==> config.mk <==
export PLATFORM = sky130hd
export DESIGN_NAME = onehot_ring_decoder
export DESIGN_NICKNAME = d
export VERILOG_FILES = /design/src/rtl/onehot_ring_decoder.sv
export SDC_FILE = /design/constraint.sdc
export NUM_CORES = 1
export LEC_CHECK = 0
export ABC_AREA = 1
export BUFFER_PORTS_ARGS = -buffer_cell sky130_fd_sc_hd__clkbuf_2
export CAP_MARGIN = 20
export CORE_ASPECT_RATIO = 1.2
export CORE_MARGIN = 3
export CORE_UTILIZATION = 43
export CTS_CLUSTER_SIZE = 40
export DETAILED_ROUTE_END_ITERATION = 8
export MAX_ROUTING_LAYER = met4
export PLACE_DENSITY_LB_ADDON = 0.08
export SLEW_MARGIN = 15
export SYNTH_ARGS = -nofsm -noshare
export SYNTH_HDL_FRONTEND = slang
export SYNTH_SLANG_ARGS = --single-unit
export TNS_END_PERCENT = 10
==> constraint.sdc <==
create_clock -name clk_i -period 3.26 [get_ports clk_i]
set_input_delay 0.326 -clock clk_i [delete_from_list [all_inputs] [get_ports clk_i]]
set_output_delay 0.326 -clock clk_i [all_outputs]
set_load 0.02 [all_outputs]
==> src/rtl/onehot_ring_decoder.sv <==
// -----------------------------------------------------------------------------
// onehot_ring_decoder
//
// Accepts a 4-bit binary code over a valid/ready handshake and decodes it into
// a registered 16-bit one-hot ring. Once loaded, the ring can be free-run. It
// then advances one position per clock, so a ring counter can be preset to any
// position 0..15. The registered binary position and a wrap pulse are also
// emitted.
//
// Parameters
//   RESET_LOADED  0: leave reset empty (Q=0); 1: leave reset holding RESET_CODE
//   RESET_CODE    code preloaded when RESET_LOADED=1
//
// Ports
//   clk_i        clock, all state changes on rising edge
//   rst_ni       asynchronous active-low reset
//   in_valid_i   in_code_i is offered
//   in_ready_o   code can be accepted this cycle (combinational, low in run)
//   in_code_i    binary code, bit [0] is the MSB
//   start_i      request free-run (honoured while holding only)
//   stop_i       request halt (honoured while running only, wins over start)
//   q_o          one-hot ring, q_o[i]=1 means position i
//   c_o          registered binary of the current position, bit [0] is the MSB
//   out_valid_o  q_o/c_o hold a valid position
//   wrap_o       one-cycle pulse after a ring advance from position 15 to 0
// -----------------------------------------------------------------------------
module onehot_ring_decoder #(
   parameter bit         RESET_LOADED = 1'b0,
   parameter logic [0:3] RESET_CODE   = 4'b0000
) (
   input  logic        clk_i,
   input  logic        rst_ni,
   input  logic        in_valid_i,
   output logic        in_ready_o,
   input  logic [0:3]  in_code_i,
   input  logic        start_i,
   input  logic        stop_i,
   output logic [0:15] q_o,
   output logic [0:3]  c_o,
   output logic        out_valid_o,
   output logic        wrap_o
);

   typedef enum logic [1:0] {
      StEmpty,
      StHold,
      StRun
   } state_e;

   function automatic logic [0:15] decode(input logic [0:3] code);
      logic [0:15] oh;
      oh       = '0;
      oh[code] = 1'b1;
      return oh;
   endfunction

   localparam state_e      ResetState = RESET_LOADED ? StHold : StEmpty;
   localparam logic [0:15] ResetQ     = RESET_LOADED ? decode(RESET_CODE) : 16'h0000;
   localparam logic [0:3]  ResetC     = RESET_LOADED ? RESET_CODE : 4'b0000;
   localparam logic        ResetValid = RESET_LOADED;

   state_e      state_q, state_d;
   logic [0:15] q_q, q_d;
   logic [0:3]  c_q, c_d;
   logic        valid_q, valid_d;
   logic        wrap_q, wrap_d;
   logic        load;

   assign in_ready_o = (state_q != StRun);
   assign load       = in_valid_i & in_ready_o;

   always_comb begin
      state_d = state_q;
      q_d     = q_q;
      c_d     = c_q;
      valid_d = valid_q;
      wrap_d  = 1'b0;

      unique case (state_q)
         StEmpty, StHold: begin
            // A load takes priority over start; start is dropped on that edge.
            if (load) begin
               q_d     = decode(in_code_i);
               c_d     = in_code_i;
               valid_d = 1'b1;
               state_d = StHold;
            end else if ((state_q == StHold) && start_i) begin
               state_d = StRun;
            end
         end
         StRun: begin
            if (stop_i) begin
               state_d = StHold;
            end else begin
               // Rotate toward higher positions; position 15 wraps to 0.
               q_d    = {q_q[15], q_q[0:14]};
               c_d    = c_q + 4'd1;
               wrap_d = q_q[15];
            end
         end
         default: begin
            state_d = StEmpty;
            q_d     = '0;
            c_d     = '0;
            valid_d = 1'b0;
         end
      endcase
   end

   always_ff @(posedge clk_i or negedge rst_ni) begin
      if (!rst_ni) begin
         state_q <= ResetState;
         q_q     <= ResetQ;
         c_q     <= ResetC;
         valid_q <= ResetValid;
         wrap_q  <= 1'b0;
      end else begin
         state_q <= state_d;
         q_q     <= q_d;
         c_q     <= c_d;
         valid_q <= valid_d;
         wrap_q  <= wrap_d;
      end
   end

   assign q_o         = q_q;
   assign c_o         = c_q;
   assign out_valid_o = valid_q;
   assign wrap_o      = wrap_q;

endmodule

==> summary.txt <==
Power
  • Leakage: 0.757 nW
  • Switching share of power: 46.0%
  • Sequential share of power: 41.9%
  • Power Density: 741 nW/um^2
  • Clock power share: 15.3%
  • Peak VDD IR: 0.000407 V
  • Logic pwr share: 42.8%
  • Internal: 0.000570 W
  • Pwr Total: 0.00106 W
  • NetSw: 0.000486 W

Place
  • Placed cell areas: 1390 um^2
  • Input/output buffers: 31
  • Placer Congestion: 0.909
  • Post-DP HPWL: 2130 um

Final layout
  • Ant. Diodes: 0
  • Post-Route Utilization: 54.2%
  • Final net count: 204
  • Commonest cells after routing, fill and taps aside: nand2_1, clkbuf_2, dfrtp_1, o21ai_0, inv_1
  • Syn-to-layout area delta: 15.9%
  • Commonest non-fill, non-tap cell in the layout: nand2_1
  • Share of post-route cells with drive strength above 1: 21.2%
  • Fillers: 272
  • Final instance area: 1430 um^2

Yosys
  • Synth Area per Inst: 7.55 um^2
  • Synth Register Bits: 24
  • Sequential area share after synthesis: 48.8%
  • Mapped cell area: 1230 um^2
  • Post-Syn Nets: 173
  • Syn Inst Count: 163
  • Largest area contributor in the netlist: dfrtp_1
  • Top cell type's share of synthesized area: 48.8%
  • Ys Warns: 0
  • Top post-synthesis cells by area: dfrtp_1, nand2_1, o21ai_0
  • Netlist cell types: 18

Detailed routing
  • Via count: 1143
  • Initial DRC Count: 34
  • Via density: 5.06
  • WL per Instance: 12.5 um
  • Detail Route Antenna Nets: 0
  • Routed WL: 2810 um
  • Pre-Repair DR Iteration Count: 6
  • Drc violations: 0

Worst setup path
  • Reg2Reg Setup Slack: 1.42 ns
  • Slowest stage delay, CP: 0.45 ns
  • R2R cell count: 7
  • Reg2reg start: state_q[0]
  • CP cell instances: inv_2 -> nand2_2 -> nand2_2 -> a21oi_2 -> inv_1 -> nand2_1 -> nand2_1
  • Critical Path End: q_o[12]
  • Worst path required time: 3.48 ns
  • R2r endpoint: q_o[12]
  • Worst setup SP type: register
  • CP Class: reg2reg
  • Critical path capture point type: register
  • Crit path max fanout: 15
  • Critical Path Slowest Stage Cell: dfrtp_1
  • Worst Setup SP: state_q[0]
  • CP arrival: 2.06 ns

Floorplan
  • Core area: 2630 um^2
  • Die Span Y: 64.6 um
  • Die area: 3540 um^2
  • I/O Pins: 32
  • Initial core utilization: 46.8%
  • Die width: 54.8 um
  • Row count: 20

CTS
  • Clk slew on worst S/H paths: 0.14 ns
  • Post-CTS Setup Repair Bufs: 0
  • Max clock buf depth: 2
  • Post-CTS Hold Fix Bufs: 0
  • CTS buffer count: 3
  • CTS tree: built
  • # clock sinks: 24
  • Resized cells post-CTS: 0
  • CTS Root Buffer Type: clkbuf_4
  • H-tree depth: 1
  • Clock latency on the worst-skew pair: 0.31 ns

Global routing
  • Pin count of the biggest net entering global routing: 25
  • Grt ovf: 0
  • Initial antenna violation count: 0
  • Vias in the first global route: 1121
  • First-pass GRT wire length: 5020 um
  • GRT Util Overall: 19.2%

Timing
  • Post-Route Skew: 0.00169 ns
  • Max transition margin: 46.1%
  • Hold Vio Cnt, Final: 24
  • Setup TNS: 0 ns
  • Unrepaired setup endpoints after global routing: no
  • Fin. max-slew vios: 0
  • Fmax: 544 MHz
  • Setup-failing EPs final: 0
  • Tmin final: 1.84 ns
  • Hold slack final: -0.00738 ns
  • Final period util: 56.4%
  • Worst slew pin tran: 0.805 ns

Status
  • Status: finished with violations
  • Failing checks: negative hold slack

Flow run
  • Max_cap viols: 0

Worst hold path
  • Hold crit path type: in2async
==> routing by layer <==
layer / GRT usage [%] / wire, um
met1: 24.9 / 1320
met2: 29.9 / 1330
met3: 2.99 / 149
met4: 6.54 / 19
met5: - / 0
==> area by class of cell <==
| class | instances | area (um^2) | share of cell area [%] |
|---|---|---|---|
| sequential | 24 | 601 | 42.1 |
| multi-input combinational | 113 | 509 | 35.7 |
| timing repair buffer | 32 | 163 | 11.4 |
| inverter | 20 | 75.1 | 5.27 |
| tap | 33 | 41.3 | 2.90 |
| clock buffer | 4 | 36.3 | 2.55 |
==> critical path, delay by kind of cell (launching register included) <==
kind / cells / cell delay [ns]
AOI/OAI and AO/OA: 1 / 0.44
DFF: 1 / 0.45
and+or+nand+nor: 4 / 0.47
buffers and inverters: 2 / 0.38
==> metrics by stage <==
step	setup WS, ns	cells
after floorplan	2.09	163
after global placement	1.50	222
after detailed placement	1.44	222
after CTS	1.42	226
after global routing	1.12	226
final	1.42	226
==> state kept, by name (all words and copies together) (netlist names) <==
register and count:
q_o 16, state_q 2, wrap_o 1, c_o 4, out_valid_o 1
==> power by group through the flow <==
stage                     combinational, W  sequential (W)  clock (W)
after floorplan                   0.000278        0.000511          0
after global placement            0.000453        0.000445          0
after detailed placement          0.000457        0.000448          0
after CTS                         0.000458        0.000443   0.000162
after global routing              0.000517        0.000459   0.000176
final                             0.000452        0.000443   0.000162
==> cell families (layout without fill, tap and decap cells) <==
group | Yosys count | after routing | synth area share [%]
buf+inv | 26 | 56 | 9.77
compound gates | 35 | 35 | 15.5
fa+ha+maj | 1 | 1 | 1.02
simple gates | 77 | 77 | 24.9
flops | 24 | 24 | 48.8
==> synthesized netlist by cell type, drive strengths merged <==
cell type	instances
buf	5
nand4	1
ha	1
a21oi	6
inv	20
nand2	65
nand3	8
dfrtp	24
o22ai	9
o21ai	20
clkbuf	1
nor2	3
==> worst min-delay path by stage <==
stage	startpoint	cells after the start	slack, ns	end
after global routing	rst_ni	1	0.02	q_o[11]
after CTS	rst_ni	1	0.01	q_o[7]
after floorplan	rst_ni	0	0.03	c_o[0]
after global placement	rst_ni	1	0.35	q_o[4]
after detailed placement	rst_ni	1	0.36	q_o[4]
final	rst_ni	1	-0.007	q_o[0]
(Power assumes the default switching activity.)
